### src/rtl/lfsr_prpg_core.sv
// lfsr_prpg_core
//   Instruction-driven pseudo-random pattern generator. A WIDTH-bit LFSR is
//   stepped in Galois or Fibonacci form under a programmable tap mask. The
//   core runs one shift per clock for multi-cycle RUN/BATCH instructions.
//   BATCH captures each new state into a pattern RAM with a wrapping address.
//   Every shift records its Hamming distance and accumulates statistics, and
//   a sequential restoring divider writes the average distance back to RAM.
//
// Ports
//   clk, rst            rising-edge clock, asynchronous active-high reset
//   instr_valid/instr   instruction offer {opcode[21:16], operand[15:0]}
//   instr_ready         high when an offered instruction will be accepted
//   busy                a RUN/BATCH/ST_AVG operation is in progress
//   halted              HALT executed; only reset leaves this state
//   illegal             sticky flag for undefined opcodes
//   lfsr_q / lfsr_next  current state and combinational next state
//   addr                pattern RAM pointer
//   last_hd             Hamming distance of the most recent shift
//   dbg_addr / dbg_data combinational debug read port into the RAM
module lfsr_prpg_core #(
  parameter int WIDTH     = 8,
  parameter int MEM_DEPTH = 256,
  parameter int ADDR_W    = 8,
  parameter int CNT_W     = 24,
  parameter logic [WIDTH-1:0] SEED_RST = WIDTH'(1),
  parameter logic [WIDTH-1:0] TAP_RST  = WIDTH'(8'h1D)
) (
  input  logic                         clk,
  input  logic                         rst,
  input  logic                         instr_valid,
  input  logic [21:0]                  instr,
  output logic                         instr_ready,
  output logic                         busy,
  output logic                         halted,
  output logic                         illegal,
  output logic [WIDTH-1:0]             lfsr_q,
  output logic [WIDTH-1:0]             lfsr_next,
  output logic [ADDR_W-1:0]            addr,
  output logic [$clog2(WIDTH+1)-1:0]   last_hd,
  input  logic [ADDR_W-1:0]            dbg_addr,
  output logic [WIDTH-1:0]             dbg_data
);

  localparam int HD_W = $clog2(WIDTH+1);

  localparam logic [5:0] OP_CFG_TAP   = 6'h01;
  localparam logic [5:0] OP_INIT      = 6'h02;
  localparam logic [5:0] OP_RUN       = 6'h03;
  localparam logic [5:0] OP_STORE     = 6'h04;
  localparam logic [5:0] OP_LOAD      = 6'h05;
  localparam logic [5:0] OP_INIT_ADDR = 6'h06;
  localparam logic [5:0] OP_ADD_ADDR  = 6'h07;
  localparam logic [5:0] OP_CFG_MODE  = 6'h08;
  localparam logic [5:0] OP_ST_HD     = 6'h09;
  localparam logic [5:0] OP_ST_AVG    = 6'h0A;
  localparam logic [5:0] OP_BATCH     = 6'h0B;
  localparam logic [5:0] OP_HALT      = 6'h3F;

  typedef enum logic [2:0] {
    S_IDLE, S_RUN, S_BATCH, S_DIV, S_WR, S_HALT
  } state_t;

  // One LFSR step; tap[0] only matters in Fibonacci form.
  function automatic logic [WIDTH-1:0] lfsr_step(input logic [WIDTH-1:0] s,
                                                 input logic [WIDTH-1:0] tap,
                                                 input logic             fib);
    logic [WIDTH-1:0] n;
    if (fib) begin
      n = {s[WIDTH-2:0], ^(s & tap)};
    end else begin
      n[0] = s[WIDTH-1];
      for (int i = 1; i < WIDTH; i++) begin
        n[i] = s[i-1] ^ (tap[i] & s[WIDTH-1]);
      end
    end
    return n;
  endfunction

  function automatic logic [HD_W-1:0] popcount(input logic [WIDTH-1:0] v);
    logic [HD_W-1:0] c;
    c = '0;
    for (int i = 0; i < WIDTH; i++) begin
      c = c + HD_W'(v[i]);
    end
    return c;
  endfunction

  // Statistics stick at all-ones instead of wrapping.
  function automatic logic [CNT_W-1:0] sat_add(input logic [CNT_W-1:0] a,
                                               input logic [CNT_W-1:0] b);
    logic [CNT_W:0] s;
    s = {1'b0, a} + {1'b0, b};
    return s[CNT_W] ? {CNT_W{1'b1}} : s[CNT_W-1:0];
  endfunction

  state_t             r_state;
  state_t             w_state_nxt;
  logic [WIDTH-1:0]   r_lfsr;
  logic [WIDTH-1:0]   r_tap;
  logic               r_mode;
  logic [ADDR_W-1:0]  r_addr;
  logic [HD_W-1:0]    r_last_hd;
  logic [CNT_W-1:0]   r_hd_sum;
  logic [CNT_W-1:0]   r_shift_cnt;
  logic               r_illegal;
  logic [15:0]        r_cnt;
  logic [CNT_W-1:0]   r_quo;
  logic [CNT_W-1:0]   r_rem;
  logic [CNT_W-1:0]   r_dsr;
  logic [WIDTH-1:0]   r_mem [MEM_DEPTH];

  logic [5:0]         w_opcode;
  logic [15:0]        w_operand;
  logic               w_accept;
  logic [WIDTH-1:0]   w_next;
  logic [HD_W-1:0]    w_hd;
  logic [CNT_W:0]     w_div_shift;
  logic               w_div_ge;
  logic [CNT_W-1:0]   w_div_diff;
  logic [WIDTH-1:0]   w_avg;
  logic               w_mem_we;
  logic [WIDTH-1:0]   w_mem_wd;

  assign w_opcode  = instr[21:16];
  assign w_operand = instr[15:0];
  assign w_accept  = instr_valid && instr_ready;
  assign w_next    = lfsr_step(r_lfsr, r_tap, r_mode);
  assign w_hd      = popcount(r_lfsr ^ w_next);

  // Restoring divider: bring in the next dividend bit, subtract if it fits.
  // The partial remainder is always below the divisor, so the difference
  // fits in CNT_W bits whenever the subtraction is taken.
  assign w_div_shift = {r_rem, r_quo[CNT_W-1]};
  assign w_div_ge    = w_div_shift >= {1'b0, r_dsr};
  assign w_div_diff  = w_div_shift[CNT_W-1:0] - r_dsr;
  // A zero divisor would produce an all-ones quotient; report 0 instead.
  assign w_avg       = (r_dsr == '0) ? '0 : r_quo[WIDTH-1:0];

  // ---- FSM: state register ----
  always_ff @(posedge clk or posedge rst) begin
    if (rst) r_state <= S_IDLE;
    else     r_state <= w_state_nxt;
  end

  // ---- FSM: next-state logic ----
  always_comb begin
    w_state_nxt = r_state;
    case (r_state)
      S_IDLE: begin
        if (w_accept) begin
          case (w_opcode)
            OP_RUN:    if (w_operand != 16'd0) w_state_nxt = S_RUN;
            OP_BATCH:  if (w_operand != 16'd0) w_state_nxt = S_BATCH;
            OP_ST_AVG: w_state_nxt = S_DIV;
            OP_HALT:   w_state_nxt = S_HALT;
            default:   w_state_nxt = S_IDLE;
          endcase
        end
      end
      S_RUN, S_BATCH: if (r_cnt == 16'd1) w_state_nxt = S_IDLE;
      S_DIV:          if (r_cnt == 16'd1) w_state_nxt = S_WR;
      S_WR:           w_state_nxt = S_IDLE;
      S_HALT:         w_state_nxt = S_HALT;
      default:        w_state_nxt = S_IDLE;
    endcase
  end

  // ---- FSM: outputs ----
  always_comb begin
    busy        = (r_state == S_RUN) || (r_state == S_BATCH) ||
                  (r_state == S_DIV) || (r_state == S_WR);
    halted      = (r_state == S_HALT);
    instr_ready = !busy && !halted;
  end

  // ---- Datapath registers ----
  always_ff @(posedge clk or posedge rst) begin
    if (rst) begin
      r_lfsr      <= SEED_RST;
      r_tap       <= TAP_RST;
      r_mode      <= 1'b0;
      r_addr      <= '0;
      r_last_hd   <= '0;
      r_hd_sum    <= '0;
      r_shift_cnt <= '0;
      r_illegal   <= 1'b0;
      r_cnt       <= '0;
      r_quo       <= '0;
      r_rem       <= '0;
      r_dsr       <= '0;
    end else begin
      case (r_state)
        S_IDLE: begin
          if (w_accept) begin
            case (w_opcode)
              OP_CFG_TAP:   r_tap  <= w_operand[WIDTH-1:0];
              OP_CFG_MODE:  r_mode <= w_operand[0];
              OP_INIT: begin
                r_lfsr      <= w_operand[WIDTH-1:0];
                r_last_hd   <= '0;
                r_hd_sum    <= '0;
                r_shift_cnt <= '0;
              end
              OP_RUN, OP_BATCH: r_cnt <= w_operand;
              OP_INIT_ADDR: r_addr <= w_operand[ADDR_W-1:0];
              OP_ADD_ADDR:  r_addr <= r_addr + w_operand[ADDR_W-1:0];
              OP_LOAD:      r_lfsr <= r_mem[r_addr];
              OP_ST_AVG: begin
                // Snapshot so the division is independent of later changes.
                r_cnt <= 16'(CNT_W);
                r_quo <= r_hd_sum;
                r_rem <= '0;
                r_dsr <= r_shift_cnt;
              end
              OP_STORE, OP_ST_HD, OP_HALT: ;
              default:      r_illegal <= 1'b1;
            endcase
          end
        end
        S_RUN, S_BATCH: begin
          r_lfsr      <= w_next;
          r_last_hd   <= w_hd;
          r_hd_sum    <= sat_add(r_hd_sum, CNT_W'(w_hd));
          r_shift_cnt <= sat_add(r_shift_cnt, CNT_W'(1));
          r_cnt       <= r_cnt - 16'd1;
          if (r_state == S_BATCH) r_addr <= r_addr + ADDR_W'(1);
        end
        S_DIV: begin
          r_rem <= w_div_ge ? w_div_diff : w_div_shift[CNT_W-1:0];
          r_quo <= {r_quo[CNT_W-2:0], w_div_ge};
          r_cnt <= r_cnt - 16'd1;
        end
        default: ;
      endcase
    end
  end

  // ---- Pattern RAM write port ----
  always_comb begin
    w_mem_we = 1'b0;
    w_mem_wd = '0;
    case (r_state)
      S_IDLE: begin
        if (w_accept && (w_opcode == OP_STORE)) begin
          w_mem_we = 1'b1;
          w_mem_wd = r_lfsr;
        end else if (w_accept && (w_opcode == OP_ST_HD)) begin
          w_mem_we = 1'b1;
          w_mem_wd = {{(WIDTH-HD_W){1'b0}}, r_last_hd};
        end
      end
      S_BATCH: begin
        w_mem_we = 1'b1;
        w_mem_wd = w_next;
      end
      S_WR: begin
        w_mem_we = 1'b1;
        w_mem_wd = w_avg;
      end
      default: ;
    endcase
    // The RAM has no reset; block writes while reset is held.
    if (rst) w_mem_we = 1'b0;
  end

  always_ff @(posedge clk) begin
    if (w_mem_we) r_mem[r_addr] <= w_mem_wd;
  end

  assign dbg_data  = r_mem[dbg_addr];
  assign lfsr_q    = r_lfsr;
  assign lfsr_next = w_next;
  assign addr      = r_addr;
  assign last_hd   = r_last_hd;
  assign illegal   = r_illegal;

endmodule

### config.mk
export PLATFORM = sky130hd
export DESIGN_NAME = lfsr_prpg_core
export DESIGN_NICKNAME = d
export VERILOG_FILES = /design/src/rtl/lfsr_prpg_core.sv
export SDC_FILE = /design/constraint.sdc
export NUM_CORES = 2
export LEC_CHECK = 0
export CAP_MARGIN = 15
export CORE_MARGIN = 8
export CORE_UTILIZATION = 55
export DETAILED_ROUTE_END_ITERATION = 16
export PLACE_DENSITY_LB_ADDON = 0.3
export SLEW_MARGIN = 20
export SYNTH_ARGS = -nofsm -noshare
export SYNTH_HDL_FRONTEND = slang
export SYNTH_SLANG_ARGS = --single-unit
### constraint.sdc
create_clock -name clk -period 24 [get_ports clk]
set_clock_uncertainty 0.2 [all_clocks]
set_input_delay 4.8 -clock clk [delete_from_list [all_inputs] [get_ports clk]]
set_output_delay 4.8 -clock clk [all_outputs]
set_load 0.02 [all_outputs]
==> reports/metrics.yaml <==
ys_ff_latch: 2217
min_period_ns: 15.47
routed_wl_microns: 319400
post-cts-setup-buffer-count: 0
maxSlewViolCount: 0
instances_no_fill: 8489
htreeDepth: 4
hold_viol_final: 0
cp_cell_sequence: "buf_8, buf_4, buf_4, mux4_2, mux4_2, mux4_2, a22oi_1, nand2_1, clkdlybuf4s50_1"
synth_area_leaders: "edfxtp_1 (58%), mux4_2 (25%), dfrtp_1 (3.9%), mux2i_1 (1.4%), nor2_1 (1.3%)"
ys_seq_area_frac: 0.6168
root_buffer: "clkbuf_16"
start_kind: "primary input"
cts_tree: "built"
multiInputGateArea_sq_mm: 0.03872
grt_overflow: 0
crit_family: "buffers and inverters"
finalSetupViolCount: 0
grt_pass1_wl_microns: 454300
syn_to_final_growth_pct: 9.696
start_util: 0.5534
drc: 0
die-height_microns: 456.2
power.leakage_nw: 29.51
synth_top_area_cell: "edfxtp_1"
finalCritPeriodShare: 0.6447
first_global_vias: 61860
timing.fmax_mhz: 64.62
synthArstFlopShare: 0.07623
dp_hpwl_microns: 203500
synth_common_cells: "edfxtp_1 (2048), mux4_2 (1203), nor2_1 (358)"
die_w_microns: 456.2
syn_inst: 5761
grt_max_degree: 158
crit_path_end_kind: "primary output"
criticalPathCategory: "primary input to primary output"
synth_edf_count: 2048
ctsHoldBuffers: 0
track_usage: 0.3008
clock_latency_ns: 0.84
dr.pass1.iters: 8
portBuffers: 72
worstPathMaxFanout: 79
die-area_sq_mm: 0.2081
synth_ff_type: "edfxtp_1"
crit_slowest_cell: "buf_4"
setup_tns_ns: 0
ant_nets: 0
dr_total_vias: 63270
cp-startpoint: "dbg_addr[0]"
synthDistinctLibCells: 80
cp_num_buf_inv: 4
rows: 161
timing.final.ws_setup_ns: 8.526
worst_pin_slew_ns: 1.300
cp_common_cell: "mux4_2"
ff_latch_area_sq_mm: 0.06575
nNetsFinal: 5858
rsz0062_at_grt: "false"
cp.required_ns: 19.00
cts.clk_slew.worst_paths_ns: 0.06
power_density_mw_per_mm2: 65.41
hold_class: "register to register"
gp_routability_congestion: 0.9346
fill_cells: 13440
place_inst: 8079
yosys.cell_count.top_type: "edfxtp_1"
io_pins: 73
cts_buffers: 217
rr_startpoint: "lfsr_q[6]"
outcome: "finished clean"
cap_violations: 0
post_drt_wl_per_cell_microns: 37.63
avgViaCountPerCell: 7.454
cts.sinks: 2217
synth_top_area_frac: 0.5771
critPathArrivalTime_ns: 10.47
cts_buffer_depth: 3
worstHoldStart: "r_quo[17]"
synth_nets: 5846
slowest_delay_ns: 0.91
coreArea_sq_mm: 0.1926
ir_worst_vdd_mv: 0.05997
post-place-ws_ns: 8.453
drive_gt1_frac: 0.3066
post_cts_resized: 0
syn_avg_cell_area_sq_um: 18.50
relSlewSlack: 0.1266
drtIter0Drc: 10090
antenna_found_initial: 11
ys_warn_count: 0
netlist_area_sq_mm: 0.1066
-- tightest hold or removal path: cells and delay by family, from the launching register on --
| kind | cells | cell delay, ns |
|---|---|---|
| compound gates | 1 | 0.06 |
| flops | 1 | 0.34 |
| simple gates | 1 | 0.04 |
-- sequential cells by signal, indices dropped and copies added (netlist names), 3 cells and up --
register	count
addr	8
last_hd	4
lfsr_q	8
r_cnt	16
r_dsr	24
r_hd_sum	24
r_mem	2048
r_quo	24
r_rem	24
r_shift_cnt	24
r_state	3
r_tap	8
-- where the power goes --
part | total [mW] | internal (mW) | switching (mW)
Sequential | 4.16 | 4.16 | 0.00147
Clock | 3.34 | 1.85 | 1.49
Combinational | 0.148 | 0.0568 | 0.0907
-- final cells by class --
type,count,share of cell area
Inverter,72,0.002430
Sequential cell,2217,0.5625
Clock buffer,252,0.04830
Multi-Input combinational cell,3026,0.3312
Tap cell,2526,0.02704
Clock inverter,149,0.01026
Timing Repair Buffer,239,0.01814
Antenna cell,8,0.0001712
-- logic make-up (layout without fill, tap and decap cells) --
logic type	Yosys count	count (layout)	synth area share
fa+ha+maj	52	52	0.006598
other cells	0	8	0
xor+xnor	47	47	0.003863
compound gates	655	655	0.04076
buf+inv	518	712	0.02267
mux	1389	1389	0.2721
simple gates	883	883	0.03719
flops	2217	2217	0.6168
-- routing by layer --
metal / track usage / up-vias / part of all wire
li1: - / 24460 / -
met1: 0.3996 / 32920 / 0.35
met2: 0.4517 / 5031 / 0.46
met3: 0.1009 / 863 / 0.14
met4: 0.1455 / 6 / 0.057
met5: 0 / - / 0.00012
-- cell usage in the layout (no fill, tap or decap), types with 49 or more instances in the layout --
cell type | Yosys | routed
a22oi_1 | 103 | 103
clkbuf_16 | 0 | 221
mux4_2 | 1203 | 1203
o21ai_0 | 136 | 132
nor2_1 | 358 | 320
buf_4 | 39 | 153
clkinv_2 | 0 | 53
mux2i_1 | 151 | 151
clkdlybuf4s50_1 | 0 | 66
nand2_1 | 241 | 233
clkinv_1 | 1 | 52
edfxtp_1 | 2048 | 2048
nor3_1 | 49 | 49
a21oi_1 | 131 | 130
nand3_1 | 59 | 59
inv_1 | 70 | 67
dfrtp_1 | 164 | 158
-- worst paths after layout --
path,endpoint,slack (ns),depth (start not counted)
min reg2reg,r_quo[17],0.28,2
min,r_quo[17],0.28,2
max in group asynchronous,r_dsr[19],17.76,3
min in group asynchronous,r_state[2],4.41,2
max,dbg_data[7],8.53,9
max reg2reg,r_hd_sum[8],16.66,21
-- metrics by stage --
step	cell area [sq um]	hold WS (ns)	util	power [mW]
after detailed placement	110000	0.2710	0.5711	4.390
final	116900	0.2808	0.6070	7.646
after global placement	109900	0.2535	0.5709	4.390
after global routing	116900	0.3083	0.6070	7.806
after CTS	116800	0.2845	0.6066	7.661
after floorplan	106600	0.2492	-	4.347
Power figures use the tool's default switching activity.
